===== config.mk =====
export PLATFORM = sky130hd
export DESIGN_NAME = reg_file_sb_flat
export DESIGN_NICKNAME = d
export VERILOG_FILES = /design/src/rtl/reg_file_sb_if.sv /design/src/rtl/reg_file_sb.sv /design/src/flat_wrapper.sv
export SDC_FILE = /design/constraint.sdc
export NUM_CORES = 2
export LEC_CHECK = 0
export CAP_MARGIN = 10
export CORE_MARGIN = 5
export CORE_UTILIZATION = 25
export CTS_CLUSTER_DIAMETER = 200
export DETAILED_ROUTE_END_ITERATION = 8
export HOLD_SLACK_MARGIN = 0.1
export PLACE_DENSITY = 0.37
export SYNTH_ARGS = -nofsm -noshare
export SYNTH_HDL_FRONTEND = slang
export SYNTH_SLANG_ARGS = --single-unit

===== constraint.sdc =====
create_clock -name ip_clk -period 5.7 [get_ports ip_clk]
set_input_delay 1.14 -clock ip_clk [delete_from_list [all_inputs] [get_ports ip_clk]]
set_output_delay 1.14 -clock ip_clk [all_outputs]
set_load 0.03 [all_outputs]

===== src/rtl/reg_file_sb_if.sv =====
// Register file bus: decode reads/reservations and writeback writes.
// The master drives requests; the register file (slave) answers.
interface reg_file_sb_if #(
    parameter int DATA_W = 32,
    parameter int ADDR_W = 5,
    parameter int NUM_RD = 2
);
    logic [NUM_RD*ADDR_W-1:0] ip_rs_addr;
    logic [NUM_RD*DATA_W-1:0] op_rs_data;
    logic [NUM_RD-1:0]        op_rs_busy;
    logic                     ip_wra_en;
    logic [ADDR_W-1:0]        ip_wra_addr;
    logic [DATA_W-1:0]        ip_wra_data;
    logic                     ip_wrb_en;
    logic [ADDR_W-1:0]        ip_wrb_addr;
    logic [DATA_W-1:0]        ip_wrb_data;
    logic                     ip_rsv_en;
    logic [ADDR_W-1:0]        ip_rsv_addr;
    logic [2**ADDR_W-1:0]     op_busy_vec;
    logic                     op_err;

    modport master (
        output ip_rs_addr,
        output ip_wra_en, ip_wra_addr, ip_wra_data,
        output ip_wrb_en, ip_wrb_addr, ip_wrb_data,
        output ip_rsv_en, ip_rsv_addr,
        input  op_rs_data, op_rs_busy,
        input  op_busy_vec, op_err
    );

    modport slave (
        input  ip_rs_addr,
        input  ip_wra_en, ip_wra_addr, ip_wra_data,
        input  ip_wrb_en, ip_wrb_addr, ip_wrb_data,
        input  ip_rsv_en, ip_rsv_addr,
        output op_rs_data, op_rs_busy,
        output op_busy_vec, op_err
    );
endinterface


===== src/rtl/reg_file_sb.sv =====
// RV32IM register file: NUM_RD read ports, ALU (A) and MUL/DIV (B)
// write ports, and a per-register busy scoreboard for MUL/DIV results.
module reg_file_sb #(
    parameter int DATA_W = 32,
    parameter int ADDR_W = 5,
    parameter int NUM_RD = 2,
    parameter int BYPASS = 1
) (
    input  logic          ip_clk,
    input  logic          ip_rst,
    reg_file_sb_if.slave  bus
);
    localparam int DEPTH = 2**ADDR_W;

    logic [DATA_W-1:0]        regs [DEPTH];
    logic [DEPTH-1:0]         busy;
    logic [DEPTH-1:0]         busy_nxt;
    logic                     err_q;
    logic                     wra_hit;
    logic                     wrb_hit;
    logic                     rsv_hit;
    logic                     ab_clash;
    logic                     rsv_clash;
    logic                     waw;
    logic [NUM_RD*DATA_W-1:0] rs_data_c;
    logic [NUM_RD-1:0]        rs_busy_c;

    // x0 is never a real target, so every x0 access is filtered here
    assign wra_hit = bus.ip_wra_en && (bus.ip_wra_addr != '0);
    assign wrb_hit = bus.ip_wrb_en && (bus.ip_wrb_addr != '0);
    assign rsv_hit = bus.ip_rsv_en && (bus.ip_rsv_addr != '0);

    assign ab_clash  = wra_hit && wrb_hit &&
                       (bus.ip_wra_addr == bus.ip_wrb_addr);
    assign rsv_clash = rsv_hit && busy[bus.ip_rsv_addr] &&
                       !(wrb_hit &&
                         (bus.ip_wrb_addr == bus.ip_rsv_addr));
    assign waw       = wra_hit && busy[bus.ip_wra_addr];

    // Next scoreboard: a reservation wins over a same-cycle B clear
    always_comb begin
        busy_nxt = busy;
        if (wrb_hit) busy_nxt[bus.ip_wrb_addr] = 1'b0;
        if (rsv_hit) busy_nxt[bus.ip_rsv_addr] = 1'b1;
        busy_nxt[0] = 1'b0;
    end

    // Register array commit; A is written last so it wins on a clash
    always_ff @(posedge ip_clk) begin
        if (ip_rst) begin
            for (int r = 0; r < DEPTH; r++) regs[r] <= '0;
        end else begin
            if (wrb_hit) regs[bus.ip_wrb_addr] <= bus.ip_wrb_data;
            if (wra_hit) regs[bus.ip_wra_addr] <= bus.ip_wra_data;
        end
    end

    // Scoreboard bits and the registered hazard pulse
    always_ff @(posedge ip_clk) begin
        if (ip_rst) begin
            busy  <= '0;
            err_q <= 1'b0;
        end else begin
            busy  <= busy_nxt;
            err_q <= ab_clash || rsv_clash || waw;
        end
    end

    // Read ports: x0, then A forward, then B forward, then array
    always_comb begin : rd_mux
        logic [ADDR_W-1:0] ra;
        logic              byp_a;
        logic              byp_b;
        rs_data_c = '0;
        rs_busy_c = '0;
        ra        = '0;
        byp_a     = 1'b0;
        byp_b     = 1'b0;
        for (int i = 0; i < NUM_RD; i++) begin
            ra    = bus.ip_rs_addr[i*ADDR_W +: ADDR_W];
            byp_a = (BYPASS != 0) && wra_hit &&
                    (ra == bus.ip_wra_addr);
            byp_b = (BYPASS != 0) && wrb_hit &&
                    (ra == bus.ip_wrb_addr);
            if (ra == '0)
                rs_data_c[i*DATA_W +: DATA_W] = '0;
            else if (byp_a)
                rs_data_c[i*DATA_W +: DATA_W] = bus.ip_wra_data;
            else if (byp_b)
                rs_data_c[i*DATA_W +: DATA_W] = bus.ip_wrb_data;
            else
                rs_data_c[i*DATA_W +: DATA_W] = regs[ra];
            rs_busy_c[i] = busy[ra] && !byp_b;
        end
    end

    assign bus.op_rs_data  = rs_data_c;
    assign bus.op_rs_busy  = rs_busy_c;
    assign bus.op_busy_vec = busy;
    assign bus.op_err      = err_q;
endmodule


===== src/flat_wrapper.sv =====
// flat-port wrapper written by rule: the top's interface ports become plain ports
module reg_file_sb_flat 
#(
    parameter int DATA_W = 32,
    parameter int ADDR_W = 5,
    parameter int NUM_RD = 2,
    parameter int BYPASS = 1
)
  (ip_clk, ip_rst, bus_ip_rs_addr, bus_ip_wra_en, bus_ip_wra_addr, bus_ip_wra_data, bus_ip_wrb_en, bus_ip_wrb_addr, bus_ip_wrb_data, bus_ip_rsv_en, bus_ip_rsv_addr, bus_op_rs_data, bus_op_rs_busy, bus_op_busy_vec, bus_op_err);
  reg_file_sb_if #(.DATA_W(DATA_W), .ADDR_W(ADDR_W), .NUM_RD(NUM_RD)) bus_i ();
  input  logic ip_clk;
  input  logic ip_rst;
  input wire logic [$bits(bus_i.ip_rs_addr)-1:0] bus_ip_rs_addr;
  input wire logic [$bits(bus_i.ip_wra_en)-1:0] bus_ip_wra_en;
  input wire logic [$bits(bus_i.ip_wra_addr)-1:0] bus_ip_wra_addr;
  input wire logic [$bits(bus_i.ip_wra_data)-1:0] bus_ip_wra_data;
  input wire logic [$bits(bus_i.ip_wrb_en)-1:0] bus_ip_wrb_en;
  input wire logic [$bits(bus_i.ip_wrb_addr)-1:0] bus_ip_wrb_addr;
  input wire logic [$bits(bus_i.ip_wrb_data)-1:0] bus_ip_wrb_data;
  input wire logic [$bits(bus_i.ip_rsv_en)-1:0] bus_ip_rsv_en;
  input wire logic [$bits(bus_i.ip_rsv_addr)-1:0] bus_ip_rsv_addr;
  output wire logic [$bits(bus_i.op_rs_data)-1:0] bus_op_rs_data;
  output wire logic [$bits(bus_i.op_rs_busy)-1:0] bus_op_rs_busy;
  output wire logic [$bits(bus_i.op_busy_vec)-1:0] bus_op_busy_vec;
  output wire logic [$bits(bus_i.op_err)-1:0] bus_op_err;
  assign bus_i.ip_rs_addr = bus_ip_rs_addr;
  assign bus_i.ip_wra_en = bus_ip_wra_en;
  assign bus_i.ip_wra_addr = bus_ip_wra_addr;
  assign bus_i.ip_wra_data = bus_ip_wra_data;
  assign bus_i.ip_wrb_en = bus_ip_wrb_en;
  assign bus_i.ip_wrb_addr = bus_ip_wrb_addr;
  assign bus_i.ip_wrb_data = bus_ip_wrb_data;
  assign bus_i.ip_rsv_en = bus_ip_rsv_en;
  assign bus_i.ip_rsv_addr = bus_ip_rsv_addr;
  assign bus_op_rs_data = bus_i.op_rs_data;
  assign bus_op_rs_busy = bus_i.op_rs_busy;
  assign bus_op_busy_vec = bus_i.op_busy_vec;
  assign bus_op_err = bus_i.op_err;
  reg_file_sb #(.DATA_W(DATA_W), .ADDR_W(ADDR_W), .NUM_RD(NUM_RD), .BYPASS(BYPASS)) u_core (.ip_clk(ip_clk), .ip_rst(ip_rst), .bus(bus_i));
endmodule

==> results.cfg <==
[outcome]
status = completed

[timing]
maxSlewViolCount = 0
fin_crit_ps = 5630
grt_setup_unrepaired = no
setup_viol = 0
final.setup.tns_ps = 0
finClkSkew_ps = 9.17
max_freq_mhz = 178
worstMarginPinSlew_ps = 1260
relSlewSlack = 0.158
finalCritPeriodShare = 0.987
hold_viol = 0

[layout]
fin_nets = 4595
final_layout_size_suffix_gt1_frac = 0.287
seq_area_um2 = 31400
fillers = 24900
syn_to_final_growth_pct = 18.9
multi_input_area_um2 = 29100
final_util = 0.299

[routing]
ant_nets = 0
vias = 48700
wl_mm = 353
viasPerCell = 6.14
wl_per_cell_um = 44.5
drt_iter0_drc = 6319
drcViolationCount = 0
first_pass_iters = 5

[grt]
grt_pass1_vias = 48500
overflow = 0
grt_use_total = 0.260
grt_max_degree = 72
grt_first_pass_wirelength_mm = 465
antenna_found_initial = 23

[clocking]
root_buffer = clkbuf_16
cts-resized-gates = 0
cts_tree = built
cts.clk_slew.worst_paths_ps = 50
cts_htree_levels = 4
cts_buffers = 137
post_cts_buffers = 0
cts_sinks = 1056
hold_buffers = 0
clk_latency_ps = 790
cts.path.max_buffers = 3

[synth]
synth_edf_count = 1024
ys_warn_count = 0
synthTopCellsByArea = edfxtp_1 49%, mux4_2 21%, a22o_1 13%
synth_fa_ha_area_frac = 0
synth.area.mux_share = 0.231
synth_cells = 4474
synth_top_family_by_area = multiplexers
seq_area_frac_synth = 0.501
synthXorXnorAreaFrac = 0.00419
yosysMostFrequentCell = edfxtp_1
synth_ff_type = edfxtp_1
synth_compound_area_frac = 0.172
yosysTopAreaCell = edfxtp_1
ys_types = 62
syn_area_per_cell_um2 = 14.0
synth.cell_area_um2 = 62700
synth_top_area_share = 0.491
synth_common_cells = 1024 x edfxtp_1, 897 x a22o_1, 571 x mux4_2, 433 x clkbuf_1, 271 x nand2_1
async_flop_share = 0
ys_seq_elements = 1056
synth-simple-area-share = 0.0439

[pwr]
p_leak_nw = 24.3
p_int_mw = 15.1
pwr-share-comb = 0.174
sw_frac_of_total = 0.290
peakVddDrop_mv = 0.181
p_per_area_nw_per_um2 = 285
pwr-share-clk = 0.392
p_seq_frac = 0.435
p_switching_mw = 6.15

[floorplan]
start_util = 0.252
coreArea_um2 = 249000
die_w_um = 511
ios = 193
dieArea_um2 = 261000
die_y_um = 511
rows = 183

[placed_design]
place.gp.congestion = 0.827
place.detailed.hpwl_mm = 205
io_buffers = 191

[critical_path]
critPathRequiredTime_ps = 4560
arrival_ps = 4490
crit_fanout = 22
critPathSlowestCell = clkdlybuf4s50_1
path_common_cell = buf_4
slowest_delay_ps = 470
cp_num_buf_inv = 6
path_cells = clkdlybuf4s50_1, buf_4, xor2_1, nor4_1, nor3b_4, buf_12, and2_1, buf_4, a32oi_1, o21ai_0, buf_4, buf_12
worstSetupEndpointType = output pin
critPathTopFamily = buffers and inverters
crit_type = input port to output pin
start_kind = input port

[job]
drv_cap = 0

[min_path]
hold_class = flop to flop
-- worst register-to-register path, cell delays in order, from the launching register on --
cell and delay, ps:
dfxtp_1 430, mux4_2 540, mux4_2 450, mux2i_1 320, o32ai_1 220
-- cell type report --
cell class              count  share of cell area
flip-flops and latches   1056               0.421
clock inverters            65             0.00534
well taps                3330              0.0559
diodes                      9            0.000302
clock buffers             170              0.0489
multi-input cells        2745               0.390
inverters                   4            0.000201
repair buffers            557              0.0780
-- metrics by stage --
stage,area (um^2),hold slack (ps),instances,setup slack (ps),power (mW)
floorplan,62800,640,4506,999,11.2
global placement,70500,545,7691,194,13.0
detailed placement,70500,559,7692,154,13.0
CTS,74500,568,7927,147,21.3
global route,74500,610,7928,28.1,21.8
finish,74600,561,7936,73.7,21.2
-- cells by family after synthesis --
logic type      count (synthesis)
flops                        1056
mux                           730
simple gates                  565
buf+inv                       705
compound gates               1387
other cells                     1
xor+xnor                       30
-- routing by layer --
layer / routed length (um) / track usage / part of all wire / vias up
met5: 47 / 0 / 0.00013 / -
met4: 17000 / 0.110 / 0.048 / 8
met3: 32700 / 0.0668 / 0.093 / 677
met2: 154000 / 0.388 / 0.44 / 3036
met1: 149000 / 0.359 / 0.42 / 26500
li1: - / - / - / 18600
-- state kept, by name, summed over array words and instances (netlist names) --
| signal | flops |
|---|---|
| u_core.regs | 1024 |
| u_core.bus.op_busy_vec | 31 |
| u_core.bus.op_err | 1 |
-- layout by cell type (no fill, tap or decap), types with 40 or more instances in the layout --
| cell | instances |
|---|---|
| buf_4 | 329 |
| clkbuf_16 | 141 |
| o22ai_1 | 57 |
| mux2i_1 | 145 |
| nor2b_1 | 40 |
| o21ai_0 | 133 |
| a22oi_1 | 45 |
| buf_12 | 104 |
| edfxtp_1 | 1024 |
| nor2_1 | 69 |
| a21oi_1 | 136 |
| mux4_2 | 571 |
| nand2_1 | 262 |
| clkdlybuf4s50_1 | 114 |
| a22o_1 | 897 |
-- power by group through the flow --
stage               sequential, mW  combinational, mW  clock [mW]
floorplan                     9.28               1.92           0
global placement              9.36               3.68           0
detailed placement            9.37               3.67           0
CTS                           9.21               3.68        8.43
global route                  9.27               3.79        8.72
finish                        9.23               3.69        8.31
-- worst paths after layout --
path / to / slack, ps / from / cells after the start
worst min-delay path: u_core.bus.op_busy_vec[24]$_SDFF_PP0_ / 560 / u_core.bus.op_busy_vec[24]$_SDFF_PP0_ / 2
worst min register to register: u_core.bus.op_busy_vec[24]$_SDFF_PP0_ / 560 / u_core.bus.op_busy_vec[24]$_SDFF_PP0_ / 2
worst max-delay path: bus_op_rs_data[63] / 70 / bus_ip_wrb_addr[4] / 12
worst max register to register: u_core.bus.op_err$_SDFF_PP0_ / 3570 / u_core.bus.op_busy_vec[7]$_SDFF_PP0_ / 4
Note: power is estimated with default switching activity, not from simulation.
